<file path="config.mk">
export PLATFORM = sky130hd
export DESIGN_NAME = alu_arbiter
export DESIGN_NICKNAME = d
export VERILOG_FILES = /design/src/rtl/alu_arbiter.sv
export SDC_FILE = /design/constraint.sdc
export NUM_CORES = 1
export LEC_CHECK = 0
export BUFFER_PORTS_ARGS = -buffer_cell sky130_fd_sc_hd__buf_2
export CAP_MARGIN = 10
export CELL_PAD_IN_SITES_DETAIL_PLACEMENT = 1
export CELL_PAD_IN_SITES_GLOBAL_PLACEMENT = 2
export CORE_MARGIN = 4
export CORE_UTILIZATION = 29
export CTS_BUF_LIST = sky130_fd_sc_hd__clkbuf_4 sky130_fd_sc_hd__clkbuf_8 sky130_fd_sc_hd__clkbuf_16
export CTS_CLUSTER_SIZE = 12
export DETAILED_ROUTE_END_ITERATION = 8
export GPL_TIMING_DRIVEN = 0
export PLACE_DENSITY = 0.95
export SLEW_MARGIN = 15
export SYNTH_ARGS = -nofsm -noshare
export SYNTH_HDL_FRONTEND = slang
export SYNTH_SLANG_ARGS = --single-unit
</file>
<file path="constraint.sdc">
create_clock -name clk -period 2.96 [get_ports clk]
set_input_delay 0.148 -clock clk [delete_from_list [all_inputs] [get_ports clk]]
set_output_delay 0.148 -clock clk [all_outputs]
set_load 0.03 [all_outputs]
</file>
<file path="src/rtl/alu_arbiter.sv">
// Two-requester front end for a shared combinational ALU: IDLE -> EXEC -> RESP.
// Define ALU_ARB_RR_EN for round-robin contention; otherwise requester 0 has fixed priority.
module alu_arbiter #(
  parameter int unsigned XLEN = 32
) (
  input  logic            clk,
  input  logic            rst_n,
  input  logic            req0_valid,
  output logic            req0_ready,
  input  logic [XLEN-1:0] req0_op1,
  input  logic [XLEN-1:0] req0_op2,
  input  logic [3:0]      req0_func,
  input  logic            req1_valid,
  output logic            req1_ready,
  input  logic [XLEN-1:0] req1_op1,
  input  logic [XLEN-1:0] req1_op2,
  input  logic [3:0]      req1_func,
  output logic [XLEN-1:0] alu_op1,
  output logic [XLEN-1:0] alu_op2,
  output logic [3:0]      alu_func,
  input  logic [XLEN-1:0] alu_out,
  output logic            rsp_valid,
  input  logic            rsp_ready,
  output logic            rsp_id,
  output logic [XLEN-1:0] rsp_data
);

  localparam int unsigned FW = 4;

  typedef enum logic [1:0] {
    IDLE = 2'd0,
    EXEC = 2'd1,
    RESP = 2'd2
  } state_t;

  state_t          r_state;
  state_t          w_state_nxt;
  logic [XLEN-1:0] r_op1;
  logic [XLEN-1:0] r_op2;
  logic [FW-1:0]   r_func;
  logic            r_id;
  logic [XLEN-1:0] r_rsp_data;
  logic            r_rsp_id;
  logic            r_rsp_valid;
  logic            w_gnt_valid;
  logic            w_gnt_id;
  logic            w_accept;
  logic            w_capture;

  assign w_gnt_valid = req0_valid | req1_valid;

`ifdef ALU_ARB_RR_EN
  logic r_last;

  // Reset value 1 hands the first contention to requester 0
  always_ff @(posedge clk or negedge rst_n) begin
    if (!rst_n) begin
      r_last <= 1'b1;
    end else if (w_accept) begin
      r_last <= w_gnt_id;
    end
  end

  assign w_gnt_id = (req0_valid && req1_valid) ? ~r_last : req1_valid;
`else
  assign w_gnt_id = ~req0_valid & req1_valid;
`endif

  // State register
  always_ff @(posedge clk or negedge rst_n) begin
    if (!rst_n) begin
      r_state <= IDLE;
    end else begin
      r_state <= w_state_nxt;
    end
  end

  // Next state and handshake strobes
  always_comb begin
    w_state_nxt = r_state;
    req0_ready  = 1'b0;
    req1_ready  = 1'b0;
    w_accept    = 1'b0;
    w_capture   = 1'b0;
    case (r_state)
      IDLE: begin
        if (w_gnt_valid) begin
          w_accept    = 1'b1;
          req0_ready  = ~w_gnt_id;
          req1_ready  = w_gnt_id;
          w_state_nxt = EXEC;
        end
      end
      EXEC: begin
        w_capture   = 1'b1;
        w_state_nxt = RESP;
      end
      RESP: begin
        if (rsp_ready) begin
          w_state_nxt = IDLE;
        end
      end
      default: w_state_nxt = IDLE;
    endcase
  end

  // Operand latch and response capture
  always_ff @(posedge clk or negedge rst_n) begin
    if (!rst_n) begin
      r_op1       <= '0;
      r_op2       <= '0;
      r_func      <= '0;
      r_id        <= 1'b0;
      r_rsp_data  <= '0;
      r_rsp_id    <= 1'b0;
      r_rsp_valid <= 1'b0;
    end else begin
      r_rsp_valid <= (w_state_nxt == RESP);
      if (w_accept) begin
        r_op1  <= w_gnt_id ? req1_op1  : req0_op1;
        r_op2  <= w_gnt_id ? req1_op2  : req0_op2;
        r_func <= w_gnt_id ? req1_func : req0_func;
        r_id   <= w_gnt_id;
      end
      if (w_capture) begin
        r_rsp_data <= alu_out;
        r_rsp_id   <= r_id;
      end
    end
  end

  assign alu_op1   = r_op1;
  assign alu_op2   = r_op2;
  assign alu_func  = r_func;
  assign rsp_valid = r_rsp_valid;
  assign rsp_id    = r_rsp_id;
  assign rsp_data  = r_rsp_data;

endmodule

</file>
# Word level (Yosys, flattened, before mapping)
# Index checks and enable logic that the tools add are counted.
# W data, S select, Z words.
[word_totals]
out_inout_bits = 104
word_cells = 29
input_bits = 173
regBits = 105
[classes]
bitwise = 4
n_mux = 13
n_eq_ne = 3
n_reduce_logical = 1
[op_table]
columns = ["op", "count"]
rows = [
  ["$mux W32", 2],
  ["$mux W1", 7],
  ["$pmux W2 S3", 1],
  ["$eq A2 B2 Y1 const B", 2],
  ["$mux W2", 2],
  ["$mux W4", 1],
  ["$eq A2 B1 Y1 const B", 1],
  ["$logic_not A2 Y1", 1],
  ["$not A1 Y1", 2],
  ["$and A1 B1 Y1", 1],
  ["$or A1 B1 Y1", 1],
]

# Longest topological paths before layout
# Gate-level depths: netlist (run 1).
[logic_depth]
ltp_word = 5
mapped_depth = 6
depth_no_buf = 3

# Worst setup path before layout (run 1)
# OpenSTA, ideal clock, no wires.
[synth_timing]
path_type = "register to register"
from = "reg r_state[1]"
to = "reg r_op1[10], in the netlist alu_op1[10]"
path_buffers = 3
arrival_ns = 1.403
setup_slack_ns = 1.432
path_stages_with_launch = 7
synth_period_minus_slack_ns = 1.528
setup_time_ns = 0.125
path_cell_list = "dfrtp_1 -> nor2_1 -> o21a_1 -> buf_2 -> buf_4 -> buf_6 -> mux2_4"
[synth_between]
elab_chain_len = 2
[synth_lines]
columns = ["item", "line", "text"]
rows = [
  ["from (decl)", "36", "state_t r_state;"],
  ["from (signal assigned)", "74", "r_state <= w_state_nxt;"],
  ["$logic_not A2 Y1", "85", "case (r_state)"],
  ["$mux W1", "85", ""],
  ["to (signal assigned)", "120", "r_op1 <= w_gnt_id ? req1_op1 : req0_op1;"],
  ["to (decl)", "38", "logic [XLEN-1:0] r_op1;"],
]
# No other way between the ends.
# A chain may end at the register's enable or synchronous reset.

# Worst setup path in the final report (run 1)
[layout_timing]
from = "reg r_state[1]"
to = "reg r_op1[11], in the netlist alu_op1[11]"
# Same word-level chain as after synthesis.

==> results of run 1 <==
what timing repair did:
action                    in CTS  in global routing
resized for setup              0                  0
hold buffers                   1                  0
hold endpoints to repair      48                  0
sequential cells by signal, indices dropped and copies added (netlist names):
signal and count:
alu_func 4, alu_op1 32, r_id 1, r_state 2
alu_op2 32, rsp_valid 1, rsp_data 32, rsp_id 1
cell families (layout without fill, tap and decap cells):
kind of cell,after synthesis,after routing,synth area share
simple gates,10,10,0.0115
compound gates,2,2,0.00261
buf+inv,20,314,0.0264
flops,105,105,0.548
mux,169,169,0.411
metrics by stage:
stage                     cell area [sq um]  hold slack [ns]
after detailed placement               6480            0.121
after floorplan                        4790           -0.148
after global placement                 6440            0.379
after global routing                   6800           0.0178
after CTS                              6800           0.0135
final                                  6800           0.0328
cell usage in the layout (no fill, tap or decap), drive strengths merged, types with 2 or more instances in the layout:
| cell | count |
|---|---|
| and2 | 2 |
| buf | 296 |
| clkbuf | 11 |
| clkinv | 2 |
| dfrtp | 105 |
| inv | 3 |
| mux2 | 169 |
| nand2 | 3 |
| nor2 | 3 |
worst min-delay path by stage:
stage / to / startpoint / slack (ns)
after floorplan: alu_func[0] / rst_n / -0.15
after global placement: rsp_data[30] / alu_out[30] / 0.38
after detailed placement: alu_op2[20] / rst_n / 0.12
after CTS: rsp_data[14] / alu_out[14] / 0.01
after global routing: rsp_data[20] / alu_out[20] / 0.02
final: rsp_data[14] / alu_out[14] / 0.03
layer usage:
layer  vias to the layer above  part of all wire  GRT usage
met5                         -                 0          0
met2                       163              0.55      0.293
met4                         0             0.022     0.0448
li1                       1662                 -          -
met3                        24             0.085     0.0474
met1                      1774              0.34      0.150
power by group:
group	switching, mW	total [mW]	internal (mW)	leakage [nW]
clock	0.544	1.23	0.691	0.155
combinational	2.50	4.09	1.59	1.96
sequential	0.374	2.56	2.18	1.23
final cells by class:
class,instances,area (sq um),share of cell area
Clock inverter,6,72.6,0.0107
Multi-Input combinational cell,181,2040,0.300
Sequential cell,105,2630,0.386
Buffer,20,126,0.0186
Clock buffer,10,239,0.0351
Tap cell,216,270,0.0397
Timing Repair Buffer,278,1430,0.210
worst max-delay path, cell delays in order, from the launching register on:
cell and delay (ns):
dfrtp_1 0.39, nor2_1 0.23, o21a_1 0.16, buf_2 0.21, buf_4 0.23, buf_6 0.19, mux2_4 0.31
==> results by group, run 1 <==
CTS
  • H-tree levels: 3
  • CTS root buffer: clkbuf_16
  • CTS Buf Count: 9
  • Clock sink total: 105
  • Clk_lat worst skew: 0.34 ns
  • Clock transition at path regs: 0.07 ns
  • Post-CTS setup buffers: 0
  • Longest Clk Path Bufs: 2
  • CTS tree: done

Worst setup path
  • Arrival time worst endpoint: 2.06 ns
  • End point of the critical path: alu_op1[11]
  • Setup CP Type: flop to flop
  • Crit path max fanout: 10
  • CP startpoint: r_state[1]
  • Reg2reg path depth: 6
  • Crit end category: flop
  • R2R Path Start: r_state[1]
  • RR Endpoint: alu_op1[11]
  • R2R setup slack: 1.12 ns
  • Crit path required time: 3.18 ns
  • CP startpoint kind: flop

Synth
  • Ys Warns: 0
  • Post-synthesis register bit count: 105
  • Post-Syn Nets: 479
  • Cells after synthesis: 306
  • Synth Area per Inst: 15.7 sq um
  • Sequential share of the synthesized area: 0.548
  • Most frequent cells after synthesis: 151 x mux2_2, 105 x dfrtp_1, 18 x mux2_4
  • Top cells by area, synth: dfrtp_1 55%, mux2_2 35%, mux2_4 5.6%
  • Most common cell in the netlist: mux2_2
  • Netlist cell types: 14
  • Synth area leader: dfrtp_1
  • Synth top area share: 0.548
  • Async SR Flop Fraction: 1.00
  • Main synth FF type: dfrtp_1
  • Mapped Area: 0.00479 sq mm
  • Post-synth EDFFs: 0

Power
  • Power Dens Cells: 1160 mW/mm^2
  • P_leak: 3.34 nW
  • Power Total: 7.88 mW
  • Max VDD drop: 0.552 mV

STA
  • Setup TNS: 0 ns
  • Tmin final: 1.84 ns
  • Rel. slew slack: 0.680
  • F_max: 0.544 GHz
  • # setup viols final: 0
  • Hold Fails Final Rpt: 0
  • Final clock skew: 0.00713 ns
  • Final Slew Violations: 0
  • Tcrit/Tclk final: 0.621
  • Final worst-path setup slack: 1.12 ns
  • RSZ-0062 raised after global routing: false
  • Worst Max-Slew Pin Slew: 0.481 ns

Status
  • Status: finished clean

Floorplanning
  • Initial Util: 0.298
  • Total core area: 0.0161 sq mm
  • DIE AREA: 0.0186 sq mm
  • Die Span X: 137 microns
  • # IOs: 277
  • Die span in y: 137 microns
  • Site Rows: 46

GRT
  • GRT Total Usage: 0.150
  • GRT overflow: 0
  • Antenna violations before repair: 0
  • First-pass GRT wire length: 21600 microns
  • Vias in the first global route: 4144
  • Maximum number of pins on one net before global-route repair: 58

Detailed routing
  • Pre-antenna DRT Iters: 4
  • Vias/cell: 4.44
  • Antenna-violating nets left: 0
  • DR vias: 3623
  • WL final: 14400 microns
  • Remaining DRCs: 0
  • Wire per inst: 17.7 microns
  • Detailed Route Iter0 Violations: 61

Finish
  • Layout cells sized above 1: 0.803
  • Fill cells: 1771
  • Nets: 768
  • Synthesis-to-layout area growth: 41.9%
  • Final core utilization: 0.423
  • Cell Count, Final, Fillers Out: 816
  • Antenna diodes: 0

Placed design
  • Detailed placement HPWL: 11900 microns
  • IO Port Bufs: 276
  • Post-Place Worst Slack: 1.10 ns
  • Cells after DPL: 799
  • GP Congestion: 0.725

Min path
  • Worst Hold Path Cells: 2
  • Hold WC Path Type: primary input to flop

Job
  • Max Cap Viol: 0
No activity file was read; power rests on OpenSTA's default activity.
==> run 2: changes to the inputs <==
Settings changed: ABC_AREA set to 1, CORE_UTILIZATION 29 to 23, PLACE_DENSITY 0.95 to 0.93.
Clock period 2.96 ns to 1.9 ns, I/O delays scaled along.
==> results by group, run 2 <==
CTS
  • Longest Clk Path Bufs: 2 (unchanged)
  • Clk_lat worst skew: 0.36 ns (was 0.34 ns)
  • CTS Buf Count: 9 (unchanged)
  • CTS tree: done (unchanged)
  • Post-CTS setup buffers: 0 (unchanged)
  • H-tree levels: 3 (unchanged)
  • Clock sink total: 105 (unchanged)
  • CTS root buffer: clkbuf_16 (unchanged)
  • Clock transition at path regs: 0.07 ns (about the same)
  • PostCTS Resize Cnt: 0 (unchanged)

STA
  • Rel. slew slack: 0.571 (was 0.680)
  • Setup TNS: 0 ns (unchanged)
  • Tcrit/Tclk final: 0.844
  • Final worst-path setup slack: 0.296 ns (was 1.12 ns)
  • RSZ-0062 raised after global routing: false (unchanged)
  • # setup viols final: 0 (unchanged)
  • Hold Fails Final Rpt: 0 (unchanged)
  • Worst Max-Slew Pin Slew: 0.644 ns (was 0.481 ns)
  • Tmin final: 1.60 ns
  • Final Slew Violations: 0 (unchanged)
  • Final clock skew: 0.0108 ns (was 0.00713 ns)
  • F_max: 0.623 GHz

Finish
  • Layout cells sized above 1: 0.326 (was 0.803)
  • Commonest non-fill, non-tap cell in the layout: nand2_1 (was buf_2)
  • Most frequent cells in the layout: 408 x nand2_1, 292 x buf_2, 105 x dfrtp_1 (was 289 x buf_2, 151 x mux2_2, 105 x dfrtp_1)
  • Final instance area: 0.00735 sq mm (was 0.00680 sq mm)
  • Synthesis-to-layout area growth: 47.4% (was 41.9%)
  • Fill cells: 2700 (was 1771)
  • Nets: 1166 (was 768)

GRT
  • GRT Total Usage: 0.165 (was 0.150)
  • Vias in the first global route: 5781 (was 4144)
  • Antenna violations before repair: 3 (was 0)
  • First-pass GRT wire length: 31500 microns (was 21600 microns)
  • Maximum number of pins on one net before global-route repair: 60 (was 58)
  • GRT overflow: 0 (unchanged)

Synth
  • Mapped Area: 0.00499 sq mm (was 0.00479 sq mm)
  • Post-synthesis register bit count: 105 (unchanged)
  • Post-Syn Nets: 848 (was 479)
  • Main synth FF type: dfrtp_1 (unchanged)
  • Sequential share of the synthesized area: 0.527 (was 0.548)
  • Netlist cell types: 14 (unchanged)
  • Synth Area per Inst: 7.39 sq um (was 15.7 sq um)
  • Synth area leader: dfrtp_1 (unchanged)
  • Cells after synthesis: 675 (was 306)
  • Async SR Flop Fraction: 1.00 (unchanged)
  • Most frequent cells after synthesis: 408 x nand2_1, 105 x dfrtp_1, 101 x nand3_1 (was 151 x mux2_2, 105 x dfrtp_1, 18 x mux2_4)
  • Top cells by area, synth: dfrtp_1 53%, nand2_1 31%, nand3_1 10% (was dfrtp_1 55%, mux2_2 35%, mux2_4 5.6%)
  • Ys Warns: 0 (unchanged)
  • Most common cell in the netlist: nand2_1 (was mux2_2)
  • Post-synth EDFFs: 0 (unchanged)
  • Synth top area share: 0.527 (was 0.548)

Floorplanning
  • Total core area: 0.0212 sq mm (was 0.0161 sq mm)
  • Site Rows: 53 (was 46)
  • Die span in y: 155 microns (was 137 microns)
  • # IOs: 277 (unchanged)
  • Initial Util: 0.236 (was 0.298)
  • Die Span X: 155 microns (was 137 microns)
  • DIE AREA: 0.0241 sq mm (was 0.0186 sq mm)

Worst setup path
  • Crit path required time: 1.80 ns (was 3.18 ns)
  • Crit path max fanout: 9 (was 10)
  • CP startpoint kind: flop (unchanged)
  • Setup CP Type: flop to output pin (was flop to flop)
  • Arrival time worst endpoint: 1.51 ns (was 2.06 ns)
  • R2R setup slack: 0.35 ns (was 1.12 ns)
  • Top delay family on crit path: buffers and inverters (unchanged)
  • Cell Chain, Critical Path: buf_4 > nor2_8 > inv_2 > nor2_1 > buf_2 (was nor2_1 > o21a_1 > buf_2 > buf_4 > buf_6 > mux2_4)
  • Crit end category: output pin (was flop)
  • CP peak stage delay: 0.37 ns (was 0.39 ns)
  • Worst path slowest cell: dfrtp_1 (unchanged)
  • WP buf/inv: 3 (unchanged)

Placed design
  • Detailed placement HPWL: 15400 microns (was 11900 microns)
  • Cell area after placement: 0.00674 sq mm (was 0.00648 sq mm)
  • Post-Place Worst Slack: 0.324 ns (was 1.10 ns)
  • IO Port Bufs: 275 (was 276)
  • GP Congestion: 0.800 (was 0.725)

Detailed routing
  • Wire per inst: 16.1 microns (was 17.7 microns)
  • Antenna-violating nets left: 0 (unchanged)
  • WL final: 20600 microns (was 14400 microns)
  • Remaining DRCs: 0 (unchanged)
  • Pre-antenna DRT Iters: 4 (unchanged)
  • DR vias: 5522 (was 3623)
  • Detail Route met2 WL: 9920 microns (was 7970 microns)
  • Wl on met1: 8860 microns (was 4910 microns)
  • Detailed Route Iter0 Violations: 204 (was 61)
  • DR top layer: met5 (was met4)
  • Met3 WL: 1580 microns (was 1220 microns)
  • Vias/cell: 4.33 (was 4.44)

Power
  • P_leak: 4.34 nW (was 3.34 nW)
  • Power Total: 12.2 mW (was 7.88 mW)
  • Power Dens Cells: 1660 mW/mm^2 (was 1160 mW/mm^2)
  • Max VDD drop: 0.473 mV (was 0.552 mV)

Status
  • Status: finished clean (unchanged)

Min path
  • Hold WC Path Type: primary input to flop (unchanged)

Job
  • Max Cap Viol: 0 (unchanged)
## run 2: logic make-up after synthesis
group | after synthesis | synth area share
and+or+nand+nor | 519 | 0.421
AOI/OAI and AO/OA | 2 | 0.00276
DFF | 105 | 0.527
buffers and inverters | 49 | 0.0497
## run 2: per-layer routing
metal | track usage | vias to the layer above
met3 | 0.0520 | 13
li1 | - | 2740
met4 | 0.0321 | 4
met1 | 0.202 | 2573
met2 | 0.287 | 192
met5 | 0 | -
## run 2: what timing repair did
action	in CTS	in global routing
setup endpoints to repair	0	0
hold endpoints to repair	76	0
hold buffers	31	0
## run 2: path summary, 6_finish.rpt
check                          endpoint  depth (start not counted)         start
max reg2reg                  alu_op1[6]                          7    r_state[0]
min                        rsp_data[30]                          3   alu_out[30]
min reg2reg                rsp_data[31]                          2  rsp_data[31]
max in group asynchronous   alu_op2[19]                          3         rst_n
max                          req0_ready                          5    r_state[0]
min in group asynchronous    alu_op1[1]                          2         rst_n
## run 2: cell type report
type | count | area [sq um] | area share
clock inverters | 7 | 72.6 | 0.00987
inverters | 3 | 11.3 | 0.00153
flip-flops and latches | 105 | 2630 | 0.357
diodes | 1 | 2.50 | 0.000340
plain buffers | 46 | 236 | 0.0322
well taps | 275 | 344 | 0.0468
multi-input cells | 521 | 2110 | 0.287
clock buffers | 9 | 225 | 0.0306
repair buffers | 307 | 1720 | 0.234
## run 2: report_power, final
group          switching, mW  internal (mW)
combinational           4.61           1.79
sequential             0.591           3.32
clock                  0.967          0.931
total                   6.17           6.04
## run 2: tightest hold or removal path, stage by stage
cell     delay (ns)
buf_2          0.09
nand3_1        0.07
nand2_1        0.07
## run 2: per-stage QoR
stage                     std cells   util  hold slack [ns]
after floorplan                 675      -           -0.201
final                          1274  0.348          0.00662
after global placement         1225  0.317            0.329
after CTS                      1273  0.347         0.000310
after detailed placement       1226  0.319           0.0735
after global routing           1274  0.348           0.0133
